--- config.mk ---
export PLATFORM = sky130hd
export DESIGN_NAME = serial_adder
export DESIGN_NICKNAME = d
export VERILOG_FILES = /design/src/rtl/serial_adder.sv
export SDC_FILE = /design/constraint.sdc
export NUM_CORES = 1
export LEC_CHECK = 0
export ABC_AREA = 1
export CAP_MARGIN = 20
export CELL_PAD_IN_SITES_DETAIL_PLACEMENT = 1
export CELL_PAD_IN_SITES_GLOBAL_PLACEMENT = 1
export CORE_UTILIZATION = 44
export CTS_BUF_LIST = sky130_fd_sc_hd__clkbuf_8
export DETAILED_ROUTE_END_ITERATION = 10
export PLACE_DENSITY_LB_ADDON = 0.1
export SYNTH_ARGS = -nofsm -noshare
export SYNTH_HDL_FRONTEND = slang
export SYNTH_SLANG_ARGS = --single-unit
export TNS_END_PERCENT = 20
--- constraint.sdc ---
create_clock -name clk -period 3.6 [get_ports clk]
set_input_delay 0.72 -clock clk [delete_from_list [all_inputs] [get_ports clk]]
set_output_delay 0.72 -clock clk [all_outputs]
set_load 0.005 [all_outputs]
--- src/rtl/serial_adder.sv ---
// Bit-serial unsigned adder. Operands are shifted out LSB-first through one
// full-adder slice and a carry flop; sum and carry-out are loaded once at the end.
module serial_adder #(
  parameter int WIDTH = 8
) (
  input  logic             clk,
  input  logic             rst_n,
  input  logic             start,
  input  logic [WIDTH-1:0] a,
  input  logic [WIDTH-1:0] b,
  output logic             busy,
  output logic             done,
  output logic [WIDTH-1:0] sum,
  output logic             cout
);

  localparam int CNT_W = (WIDTH > 1) ? $clog2(WIDTH) : 1;
  localparam logic [CNT_W-1:0] CNT_LAST = CNT_W'(WIDTH - 1);

  localparam logic [1:0] S_IDLE = 2'd0;
  localparam logic [1:0] S_ADD  = 2'd1;
  localparam logic [1:0] S_DONE = 2'd2;

  logic [1:0]       state_q, state_d;
  logic [WIDTH-1:0] a_sh_q, a_sh_d;
  logic [WIDTH-1:0] b_sh_q, b_sh_d;
  logic [WIDTH-1:0] res_q, res_d;
  logic [WIDTH-1:0] sum_q, sum_d;
  logic [CNT_W-1:0] cnt_q, cnt_d;
  logic             carry_q, carry_d;
  logic             cout_q, cout_d;

  logic s_bit;
  logic c_next;
  logic accept;

  // The single full-adder slice.
  assign s_bit  = a_sh_q[0] ^ b_sh_q[0] ^ carry_q;
  assign c_next = (a_sh_q[0] & b_sh_q[0]) | (a_sh_q[0] & carry_q) | (b_sh_q[0] & carry_q);

  // A new request is taken in IDLE and also in DONE, giving back-to-back operation.
  assign accept = start && ((state_q == S_IDLE) || (state_q == S_DONE));

  always_comb begin
    // NOTE: every signal gets a default before the case so no path leaves it
    // unassigned; a missing default here would infer a latch.
    state_d = state_q;
    a_sh_d  = a_sh_q;
    b_sh_d  = b_sh_q;
    res_d   = res_q;
    sum_d   = sum_q;
    cnt_d   = cnt_q;
    carry_d = carry_q;
    cout_d  = cout_q;

    case (state_q)
      S_ADD: begin
        a_sh_d  = a_sh_q >> 1;
        b_sh_d  = b_sh_q >> 1;
        res_d   = {s_bit, res_q[WIDTH-1:1]};
        carry_d = c_next;
        cnt_d   = cnt_q + CNT_W'(1);
        if (cnt_q == CNT_LAST) begin
          sum_d   = {s_bit, res_q[WIDTH-1:1]};
          cout_d  = c_next;
          cnt_d   = '0;
          state_d = S_DONE;
        end
      end
      S_DONE:  state_d = S_IDLE;
      S_IDLE:  state_d = S_IDLE;
      default: state_d = S_IDLE;
    endcase

    if (accept) begin
      a_sh_d  = a;
      b_sh_d  = b;
      carry_d = 1'b0;
      cnt_d   = '0;
      state_d = S_ADD;
    end
  end

  // NOTE: sequential state uses non-blocking assignments only, so every flop
  // samples the pre-edge value of its neighbours regardless of statement order.
  always_ff @(posedge clk or negedge rst_n) begin
    if (!rst_n) begin
      state_q <= S_IDLE;
      a_sh_q  <= '0;
      b_sh_q  <= '0;
      res_q   <= '0;
      sum_q   <= '0;
      cnt_q   <= '0;
      carry_q <= 1'b0;
      cout_q  <= 1'b0;
    end else begin
      state_q <= state_d;
      a_sh_q  <= a_sh_d;
      b_sh_q  <= b_sh_d;
      res_q   <= res_d;
      sum_q   <= sum_d;
      cnt_q   <= cnt_d;
      carry_q <= carry_d;
      cout_q  <= cout_d;
    end
  end

  assign busy = (state_q == S_ADD);
  assign done = (state_q == S_DONE);
  assign sum  = sum_q;
  assign cout = cout_q;

endmodule

==> results.txt, run 1 <==
No sink is reached through more buffers than the 2 on the longest clock path. The total number of placement rows is 23. Setup repair after global routing left no endpoint under its margin. The tools report the aggregate global-route resource usage as 22.3%.

The number of gates resized after cts is 0, and the leakage power is 1.18 nW. After global routing the overflow that remains totals 0. For the pin with the worst max-slew slack, the measured transition is 784 ps. For this design, the CTS-stage hold fixing added 0 buffers. The depth of the most critical reg-to-reg path is 4. The tightest min-delay check is of the flip-flop to flip-flop type. On the critical path, the stage with the largest delay is an instance of sky130_fd_sc_hd__dfrtp_1. Total routed wirelength: 4070 um.

The buffer count from post-CTS setup fixing was 0. Peak ir drop on the vdd network: 421 uV. The number of global-route vias before repair was 1,534. In this run the count of I/O pins placed on the die edge is 30.

Data on the critical path is required at its endpoint by 2880 ps. The tools report the count of final max-slew check failures as 0. The largest total area in the synthesized netlist belongs to sky130_fd_sc_hd__dfrtp_1. The share of layout cells above drive strength 1 was 8.98%. The headroom to the max-slew limit is 47.6%. The HPWL after detailed placement is 2920 um. For this block, the initial DRC count from the detailed router was 67.

The global-route wire length before repair was 7180 um; the number of antenna-violating nets in the routed design was 0. The simple-gate share of the synthesized area is 28.4%. Sorting the synthesized cells by area gives the leading types as sky130_fd_sc_hd__dfrtp_1 52%, sky130_fd_sc_hd__nand2_1 18%, sky130_fd_sc_hd__inv_1 5.6%, sky130_fd_sc_hd__nand3_1 4.1%, sky130_fd_sc_hd__o21ai_2 3.4%. The tools report the post-synthesis cell area as 1820 um2. The run finished with clean final reports. The total of buffers placed on input and output ports was 29; the post-route clock skew was 10.1 ps.

Compared with the post-synthesis result, the final layout area differs by 22.0%. The logs give 18.5% for the clock network fraction of design power and 290 ps for the clock insertion delay at the later pin of the skew report. The path type of the worst setup path is flip-flop to primary output. Setup total negative slack on the finished layout was measured at 0 ps. The H-tree was split into 2 levels.

Derived from the worst setup path, the maximum achievable clock frequency is 374 MHz. After Yosys synthesis, full adders, half adders and majority gates account for 2.47% of the synthesized area. From left edge to right edge, the die measures 66.3 um. After the last flow step, the layout net total stands at 266.

In this run the register-to-register setup slack is 1780 ps. The number of different library cells in the post-synthesis netlist came out at 17. Setup violations remaining at the end of the flow were counted as 0.

The startpoint identified for the worst register-to-register timing path is state_q[0]$_DFFE_PN0P_. The root buffer cell chosen for the clock tree is sky130_fd_sc_hd__clkbuf_8. The number of hold violations in the final report is 0. Of the available clock period, the critical path in the final layout requires 74.2%.

For the worst setup path, the data arrival time is 1950 ps. In the routed layout, each cell is associated on average with a via count of 4.90. Synthesis produced a netlist with a net count of 237. The worst register-to-register path ends at a_sh_q[4]$_DFFE_PN0P_. The power density over the cells is 841 nW/um2, and the number of max-cap violations is 0. In this design, the stage delay of the slowest critical-path cell is 810 ps. Of the total synthesized cell area, the portion taken by XOR and XNOR cells is 0%. The proportion of netlist area held by the largest area contributor is 52.2%, and the switching portion of total power is 38.9%. Of the post-synthesis cell area, the part taken by muxes is 0%. The number of sinks on the clock net was 38. Traced cell by cell, the critical path runs through inv_4 > nor2_8 > clkdlybuf4s50_1. The logs give 0 for the total number of yosys warnings and 0.769 for the global placer's final weighted congestion.

The logs give 0 for the detailed-route DRC error count and 0.00114 W for the internal power of the cells. Counting every instance in the synthesized netlist gives 215. The floorplan core area was 4000 um2. Entering global routing, the biggest net connects 39 pins.

The average wire per standard cell is 13.8 um, and the vertical extent of the die is 66.3 um. Dividing the synthesized area by the synthesized cell count gives 8.47 um2. TritonCTS built the clock tree.

The end point of the critical path was busy. Sequential cells were found to cover 52.2% of the synthesized design area. The worst setup path is captured at a primary output. After synthesis the netlist holds a flip-flop and latch count of 38. The number of antenna diodes in the final layout is 0.

The die covers 4400 um2. The number of buffers created by CTS is 5. Across all layers, the routed design uses 1,445 vias. The highest net fanout along the worst path was 16. The clock slew seen by the registers of the worst setup and hold paths works out to 70 ps. For the initial antenna violation count, the log shows 0.

The timing startpoint of the critical path is state_q[0]$_DFFE_PN0P_. For the finished layout, the period the worst path requires is 2670 ps. The sequential cell fraction of total power is 40.3%, and the compound-gate portion of the synthesized area is 6.66%. The initial utilization of the core area, before any placement, comes to 45.5%. The largest family of logic cells by synthesized area is simple AND/OR/NAND/NOR gates.

Per report_power, the combinational group accounts for 41.2% of the total. For this run, the detailed router's first-pass iteration total came to 4. The tools report the reported net switching power as 0.000727 W. STA classifies the critical path startpoint as a flip-flop. The power after layout is 0.00187 W.
## worst min path at each step
stage	start	endpoint	slack (ps)	cells after the start
after global placement	a_sh_q[3]$_DFFE_PN0P_	a_sh_q[3]$_DFFE_PN0P_	450	2
final	a_sh_q[3]$_DFFE_PN0P_	a_sh_q[3]$_DFFE_PN0P_	470	2
after CTS	a_sh_q[3]$_DFFE_PN0P_	a_sh_q[3]$_DFFE_PN0P_	480	2
after floorplan	rst_n	a_sh_q[0]$_DFFE_PN0P_	420	0
after detailed placement	a_sh_q[3]$_DFFE_PN0P_	a_sh_q[3]$_DFFE_PN0P_	460	2
after global routing	a_sh_q[6]$_DFFE_PN0P_	a_sh_q[6]$_DFFE_PN0P_	490	2
## layer usage
layer | GRT usage (%) | share of wire (%)
met4 | 6.38 | 1.1
met2 | 36.1 | 49
met5 | 0 | 0
met1 | 29.0 | 45
met3 | 6.21 | 3.9
## stage by stage
stage | hold WS (ps) | setup slack, ps | utilization [%] | instances | instance area [um2]
3_5_place_dp | 460 | 1210 | 52.9 | 287 | 2120
4_1_cts | 477 | 906 | 55.6 | 295 | 2220
2_1_floorplan | 424 | 2090 | - | 215 | 1820
3_3_place_gp | 455 | 1230 | 52.9 | 287 | 2120
5_1_grt | 492 | 801 | 55.6 | 295 | 2220
6_report | 472 | 929 | 55.6 | 295 | 2220
## Yosys cell counts
cell type and n:
sky130_fd_sc_hd__ha_1 2, sky130_fd_sc_hd__dfrtp_1 38, sky130_fd_sc_hd__o21ai_2 7, sky130_fd_sc_hd__nand2_1 85, sky130_fd_sc_hd__buf_6 4, sky130_fd_sc_hd__nor2_8 1
sky130_fd_sc_hd__inv_4 2, sky130_fd_sc_hd__nor2_1 11, sky130_fd_sc_hd__nand3b_1 1, sky130_fd_sc_hd__inv_1 27, sky130_fd_sc_hd__fa_1 1, sky130_fd_sc_hd__nand2_8 1
sky130_fd_sc_hd__nand3_1 15, sky130_fd_sc_hd__buf_2 4, sky130_fd_sc_hd__o21ai_0 12, sky130_fd_sc_hd__clkinv_4 1, sky130_fd_sc_hd__nand2_4 3
## final cells by class
| class | instances | area, um2 |
|---|---|---|
| repair buffers | 30 | 298 |
| multi-input cells | 139 | 683 |
| inverters | 30 | 123 |
| fillers | 485 | 1780 |
| clock buffers | 5 | 68.8 |
| clock inverters | 3 | 37.5 |
| flip-flops and latches | 38 | 951 |
| well taps | 50 | 62.6 |
## cells by family (layout without fill, tap and decap cells)
group / Yosys count / in the layout
AND/OR/NAND/NOR: 117 / 117
buffers and inverters: 38 / 68
flip-flops: 38 / 38
adder cells (fa/ha/maj): 3 / 3
AO/OA/AOI/OAI: 19 / 19
## worst max-delay path, delay by kind of cell (launching register included)
kind | cells | cell delay [ps]
buf+inv | 2 | 660
flops | 1 | 810
simple gates | 1 | 190
## cell usage in the layout (no fill, tap or decap), drive strengths merged
cell type	n
buf	1
bufinv	1
clkbuf	5
clkdlybuf4s50	29
clkinv	1
dfrtp	38
fa	1
ha	2
inv	31
nand2	89
nand3	15
nand3b	1
nor2	12
o21ai	19
## registers in the layout (all words and copies together) (netlist names)
name	cells
a_sh_q	8
b_sh_q	8
sum	8
res_q	7
cnt_q	3
state_q	2
carry_q	1
cout	1
## power by group through the flow
stage / sequential [W] / combinational (W) / clock [W]
floorplan: 0.000713 / 0.000576 / 0
global placement: 0.000750 / 0.000731 / 0
detailed placement: 0.000762 / 0.000788 / 0
CTS: 0.000755 / 0.000794 / 0.000358
global route: 0.000779 / 0.000904 / 0.000380
finish: 0.000754 / 0.000771 / 0.000346
Note: power is estimated with default switching activity, not from simulation.
==> run 2, diff against run 1 <==
--- a/config.mk
+++ b/config.mk
@@ -9,7 +9,7 @@
 export CAP_MARGIN = 20
 export CELL_PAD_IN_SITES_DETAIL_PLACEMENT = 1
 export CELL_PAD_IN_SITES_GLOBAL_PLACEMENT = 1
-export CORE_UTILIZATION = 44
+export CORE_UTILIZATION = 41
 export CTS_BUF_LIST = sky130_fd_sc_hd__clkbuf_8
 export DETAILED_ROUTE_END_ITERATION = 10
 export PLACE_DENSITY_LB_ADDON = 0.1
==> constraint.sdc (replaced) <==
create_clock -name clk -period 2.79 [get_ports clk]
set_input_delay 0.558 -clock clk [delete_from_list [all_inputs] [get_ports clk]]
set_output_delay 0.558 -clock clk [all_outputs]
set_load 0.005 [all_outputs]
==> run 2 against run 1 <==
- non-clock buffer count up 2
- highest routed layer unchanged
- first-iteration DRC count up 85%
- via count up 2.1%
- largest power group unchanged
- largest cell class unchanged
- clock power up 69%
- worst setup slack worse by 250 ps
- critical path type unchanged
- clock skew about the same
==> results.txt, run 2 (synthesized netlist as in run 1, its figures left out) <==
The number of gates resized after cts is 0. Global routing used 21.9% of the available tracks across all layers. Prior to clock tree synthesis, the placed netlist has a worst setup slack of 921 ps.

The final core area utilization is 54.9%. The worst setup path is captured at a primary output. The number of hold buffers added after cts was 0; the number of antenna-violating nets in the routed design was 0. The average wire per standard cell was 14.6 um. The worst min-delay path class is flip-flop to flip-flop. The number of sinks on the clock net came out at 38.

The buffer count from post-CTS setup fixing is 0. In this run the vertical extent of the chip is 68.7 um. In the routed layout, each cell is associated on average with a via count of 4.97. For the pin with the worst max-slew slack, the measured transition is 492 ps.

For the achievable clock frequency, the log shows 473 MHz. Subtracting the final worst setup slack from the clock period gives 2120 ps. The H-tree was split into 2 levels. Headroom to the max-slew limit came out at 67.2%.

Detailed placement finished with a half-perimeter wire length of 3050 um. The least setup slack across all paths after layout is 674 ps. The boundary pin count was 30. The initial core utilization came out at 44.0%. The total die area is 4710 um2, and the count of TritonRoute iterations in the first routing pass is 4. STA puts the critical path data required time at 2230 ps. Across the run, the number of max-cap violations was 0. Total routed wirelength: 4340 um. Power spread over the standard cell area amounts to 1140 nW/um2. The first global-routing pass estimated 7250 um of wire. For this run the aggregate overflow at the end of global routing stands at 0. The first routing iteration left 124 violations. The number of hold violations in the final report was 0; the share of layout cells above drive strength 1 was 10.5%. The sequential cells in the finished layout cover a total of 951 um2. The count of vias placed by the detailed router is 1,475.

Clock skew on the completed layout was measured at 10.0 ps. The tree is rooted in a sky130_fd_sc_hd__clkbuf_8. In the final design database the tool counted 268 nets.

The floorplan has 23 rows. Setup repair after global routing left no endpoint under its margin. For the number of global-route vias before repair, the log shows 1,556. TritonCTS built the clock tree. In this run the deepest clock path goes through 2 buffers. Entering global routing, the biggest net connects 39 pins. The area growth from synthesis to layout is 24.9%.

Leaving out fill and tap cells, the most frequent cell in the layout is sky130_fd_sc_hd__nand2_1. The run finished with clean final reports. At the end of routability-driven placement, the weighted congestion stood at 0.761.

The clock reaches the later pin of the worst-skew pair after 300 ps. In the layout the commonest cells are 85 x sky130_fd_sc_hd__nand2_1, 38 x sky130_fd_sc_hd__dfrtp_1, 29 x sky130_fd_sc_hd__clkdlybuf4s50_1, 27 x sky130_fd_sc_hd__inv_1, 15 x sky130_fd_sc_hd__nand3_1. The number of buffers created by CTS was 5. The multi-input combinational cells in the finished layout cover a total of 683 um2.

The category of the worst setup path launch point was a flip-flop. The path type of the worst setup path is flip-flop to primary output. Initial antenna violation count: 0. Buffers placed on the I/O ports in this run total 29. Adding up every negative setup slack in the final design gives 0 ps.

Data arrives at the worst endpoint at 1560 ps. IR analysis of the VDD net gives a maximum drop of 512 uV. Setup violations remaining at the end of the flow were counted as 0. The antenna diode count is 0, and the post-route fraction of the period consumed by the critical path is 75.8%. Count of final max-slew check failures: 0.

The clock slew seen by the registers of the worst setup and hold paths works out to 80 ps. Along the worst path, the maximum fanout reaches 14. Measured along the x axis, the die boundary spans 68.7 um. The fill cell instance count of the final layout was 490; the leakage power was 1.20 nW. The detailed-route DRC error count was 0. After floorplanning, the core was sized to cover 4140 um2.
run 2: cell types whose count changed in the layout (fill, tap and decap cells not counted):
cell and delta:
sky130_fd_sc_hd__inv_1 -2, sky130_fd_sc_hd__bufinv_16 +1, sky130_fd_sc_hd__buf_4 +2, sky130_fd_sc_hd__clkbuf_8 +1
run 2: layout make-up:
| type | instances | share of cell area [%] |
|---|---|---|
| clock inverter | 2 | 2.64 |
| tap | 50 | 2.75 |
| sequential | 38 | 41.8 |
| clock buffer | 6 | 3.63 |
| inverter | 30 | 5.39 |
| multi-input combinational | 139 | 30.0 |
| timing repair buffer | 32 | 13.8 |
run 2: worst paths after layout:
check | cells after the start | endpoint | startpoint | slack (ps)
setup / recovery | 3 | done | state_q[1]$_DFFE_PN0P_ | 670
setup reg to reg | 6 | cout$_DFFE_PN0P_ | cnt_q[0]$_DFFE_PN0P_ | 1390
hold reg to reg | 2 | sum[0]$_DFFE_PN0P_ | res_q[1]$_DFFE_PN0P_ | 470
min in group asynchronous | 2 | res_q[7]$_DFFE_PN0P_ | rst_n | 680
max in group asynchronous | 2 | cnt_q[1]$_DFFE_PN0P_ | rst_n | 1760
hold / removal | 2 | sum[0]$_DFFE_PN0P_ | res_q[1]$_DFFE_PN0P_ | 470
run 2: critical path, cell delays in order, from the launching register on:
cell and delay (ps):
sky130_fd_sc_hd__dfrtp_1 490, sky130_fd_sc_hd__inv_4 150, sky130_fd_sc_hd__nor2_1 110, sky130_fd_sc_hd__clkdlybuf4s50_1 500
run 2: through the flow:
step / power [W] / cell area [um2] / hold slack (ps) / std cells
2_1_floorplan: 0.00166 / 1820 / 262 / 215
3_3_place_gp: 0.00193 / 2130 / 456 / 289
3_5_place_dp: 0.00202 / 2130 / 460 / 289
4_1_cts: 0.00263 / 2270 / 477 / 297
5_1_grt: 0.00281 / 2270 / 500 / 297
6_report: 0.00259 / 2270 / 467 / 297
run 2: per-layer routing:
layer / share of wire, % / GRT usage [%] / up-vias
met1: 44 / 26.2 / 733
met2: 51 / 38.6 / 19
li1: - / - / 715
met5: 0 / 0 / -
met3: 2.6 / 3.95 / 8
met4: 1.7 / 8.59 / 0
run 2: where the power goes:
group / internal (W) / switching [W]
Combinational: 0.000429 / 0.000632
Clock: 0.000381 / 0.000204
Sequential: 0.000802 / 0.000143
Total: 0.00161 / 0.000979
==> run 3, diff against run 2 <==
--- a/config.mk
+++ b/config.mk
@@ -9,7 +9,7 @@
 export CAP_MARGIN = 20
 export CELL_PAD_IN_SITES_DETAIL_PLACEMENT = 1
 export CELL_PAD_IN_SITES_GLOBAL_PLACEMENT = 1
-export CORE_UTILIZATION = 41
+export CORE_UTILIZATION = 37
 export CTS_BUF_LIST = sky130_fd_sc_hd__clkbuf_8
 export DETAILED_ROUTE_END_ITERATION = 10
 export PLACE_DENSITY_LB_ADDON = 0.1
==> constraint.sdc (replaced) <==
create_clock -name clk -period 1.7 [get_ports clk]
set_input_delay 0.34 -clock clk [delete_from_list [all_inputs] [get_ports clk]]
set_output_delay 0.34 -clock clk [all_outputs]
set_load 0.005 [all_outputs]
==> run 3 against run 2 <==
- clock skew shrank 3.4 ps
- design area grew 0.83%
- the run now ends with negative hold slack left
- sequential share of layout area shrank 0.23 points
- die area grew 11%
- core utilization shrank 6.3 points
==> results.txt, run 3 (synthesized netlist as in run 1, its figures left out) <==
The antenna diode count was 0. At the worst endpoint, the required time is 1360 ps. The final cell area excluding filler cells was 2290 um2.

The critical path starts at state_q[0]$_DFFE_PN0P_. Data arrives at the worst endpoint at 1150 ps. For this run, global-route usage on met1 was measured as 23.3%. The die covers 5210 um2. The tools report the final core area utilization as 48.6%. The tool flagged a number of max-cap violations equal to 0.

The root buffer cell was sky130_fd_sc_hd__clkbuf_8. The boundary pin count is 30. The initial antenna violation count came out at 0.

STA classifies the critical path endpoint as a primary output. The total routed wirelength was 3850 um. The most common cell after layout, fill and taps aside is sky130_fd_sc_hd__nand2_1. The run gives 0 as the count of final max-slew check failures.

Summed over all cells, the static leakage comes to 1.20 nW. Across every metal layer, demand over resource in global routing totals 17.3%. The internal power of the cells is 0.00240 W.

The H-tree generated during clock tree synthesis spans 2 levels. The number of hold violations in the final report is 10. Together, buffers and inverters on the worst path number 2. The first global-routing pass estimated 6750 um of wire. The total of buffers placed on input and output ports is 29, and the clock network fraction of design power is 16.9%. The logs give -7.85 ps for the final-layout worst hold slack and 0 for the detailed-route DRC error count.

The die is 72.2 um wide. The slowest stage of the critical path is the sky130_fd_sc_hd__dfrtp_2 cell. The setup TNS after final layout came out at 0 ps. The average wire per standard cell was 12.1 um. The area growth from synthesis to layout is 25.9%. The category of cells accounting for the largest share of critical-path delay is flip-flops. The aggregate global routing overflow was 0; the number of sinks on the clock net was 38. The count of TritonRoute iterations in the first routing pass is 5. Clock slew seen by the registers of the worst setup and hold paths: 80 ps. Per report_power, the sequential group accounts for 39.1% of the total.

Of the total power, the share spent switching nets is 39.0%. Across the VDD grid, the largest voltage drop is 592 uV. For the count of vias placed by the detailed router, the log shows 1,430. For the number of design-rule violations left by the first detailed-router iteration, the log shows 42. The register area was 953 um2.

Category of the worst setup path launch point: a flip-flop. Traced cell by cell, the critical path runs through inv_4 > nor2_8 > dlygate4sd2_1. The initial core utilization is 38.6%, and the average via count per standard cell is 4.48. The combinational share of power is 44.0%.

The HPWL after detailed placement came out at 2680 um. Setup repair after global routing left no endpoint under its margin. At the end of the flow, the number of nets in the layout was 273. Clock skew on the completed layout was measured at 6.61 ps. At the end of routability-driven placement, the weighted congestion stood at 0.727. The layer flagged by global routing as most heavily used is met2. The startpoint of the lowest-slack register-to-register path is cnt_q[0]$_DFFE_PN0P_. On the worst path, the slowest cell contributes a delay of 450 ps. Headroom to the max-slew limit came out at 85.1%. Entering global routing, the biggest net connects 39 pins.

The logs give 27.5% for the met2 track utilization from global routing and 2 for the largest buffer count on any clock path. In this run the worst path has a maximum fanout of 4. The run gives 5 as the number of buffers created by CTS. The run gives 683 um2 as the multi-input gate area in the final layout. Summed over all nets, the switching power comes to 0.00153 W.

The library cells used most frequently in the layout, excluding fill and tap cells, are 85 x sky130_fd_sc_hd__nand2_1, 36 x sky130_fd_sc_hd__dfrtp_1, 27 x sky130_fd_sc_hd__inv_1, 26 x sky130_fd_sc_hd__clkdlybuf4s50_1, 15 x sky130_fd_sc_hd__nand3_1. For the number of global-route vias before repair, the log shows 1,431. In this run the cell area measured after placement is 2200 um2. The total of endpoints with negative setup slack in the final report came out at 0.

The total number of placement rows is 25. The post-route fraction of the period consumed by the critical path was 87.9%; the share of layout cells above drive strength 1 was 13.5%. After layout, the minimum clock period comes to 1490 ps.

Once the clock tree was built, the setup fixing pass inserted 0 buffers. The region available for standard cell placement spans 4720 um2. For the achievable clock frequency, the log shows 669 MHz. In the global route stage, met3 resource usage came out at 3.06%. Worst min-delay path class: primary input to asynchronous set/reset pin. In this run the vertical extent of the chip is 72.2 um. For the pin with the worst max-slew slack, the measured transition is 224 ps. TritonCTS built the clock tree. Clock latency on the worst-skew pair, taken at its later pin, is 300 ps. The power density over the cells was 1710 nW/um2. The worst setup path is of the flip-flop to primary output kind. The final reports fail on negative hold slack. Once detail routing completed, the nets flagged for antenna violations numbered 0. After filler insertion, the fill cell instance count of the layout stands at 584. In this run, post-CTS hold repair placed 0 buffers.

The run finished, with violations left.
-- run 3: cell types whose count changed in the layout (fill, tap and decap cells not counted), moves of 2 or more --
| cell | change |
|---|---|
| sky130_fd_sc_hd__dfrtp_2 | +2 |
| sky130_fd_sc_hd__dlygate4sd2_1 | +2 |
| sky130_fd_sc_hd__clkdlybuf4s50_1 | -3 |
| sky130_fd_sc_hd__bufinv_16 | -2 |
| sky130_fd_sc_hd__buf_4 | +4 |
| sky130_fd_sc_hd__dfrtp_1 | -2 |
-- run 3: area by class of cell --
class                   instances  area share [%]
inverters                      30            5.35
flip-flops and latches         38            41.6
multi-input cells             139            29.8
repair buffers                 37            15.5
clock inverters                 2           0.546
well taps                      67            3.66
clock buffers                   6            3.60
-- run 3: per-stage QoR --
stage	worst slack (ps)	total power [W]	instances
floorplan	496	0.00273	215
global placement	141	0.00327	311
detailed placement	146	0.00333	311
CTS	193	0.00401	319
global route	157	0.00430	319
finish	206	0.00393	319
-- run 3: per-layer routing --
metal,routed length (um),up-vias,part of all wire [%]
li1,-,719,-
met5,0,-,0
met3,138,6,3.6
met1,1870,682,49
met4,48,0,1.2
met2,1790,23,46
-- run 3: final timing paths --
check,end,slack (ps),cells past startpoint
worst max register to register,cout$_DFFE_PN0P_,270,6
worst min register to register,a_sh_q[7]$_DFFE_PN0P_,470,2
max in group asynchronous,state_q[0]$_DFFE_PN0P_,1470,2
worst max-delay path,busy,210,3
min in group clk,a_sh_q[7]$_DFFE_PN0P_,470,2
worst min-delay path,sum[6]$_DFFE_PN0P_,-8,2
-- run 3: timing repair --
item,4_1_cts,5_1_grt
setup endpoints to repair,2,0
endpoints found under the hold margin,0,0
gates resized for setup,4,0
-- run 3: power groups by stage --
stage / registers [W] / logic (W) / clock network (W)
floorplan: 0.00151 / 0.00122 / 0
global placement: 0.00154 / 0.00172 / 0
detailed placement: 0.00155 / 0.00178 / 0
CTS: 0.00154 / 0.00178 / 0.000684
global route: 0.00159 / 0.00200 / 0.000707
finish: 0.00153 / 0.00173 / 0.000663
-- run 3: worst register-to-register path, delay by kind of cell, from the launching register on --
family | cells | cell delay, ps
buffers and inverters | 1 | 140
adder cells (fa/ha/maj) | 2 | 440
flip-flops | 1 | 390
AND/OR/NAND/NOR | 3 | 360
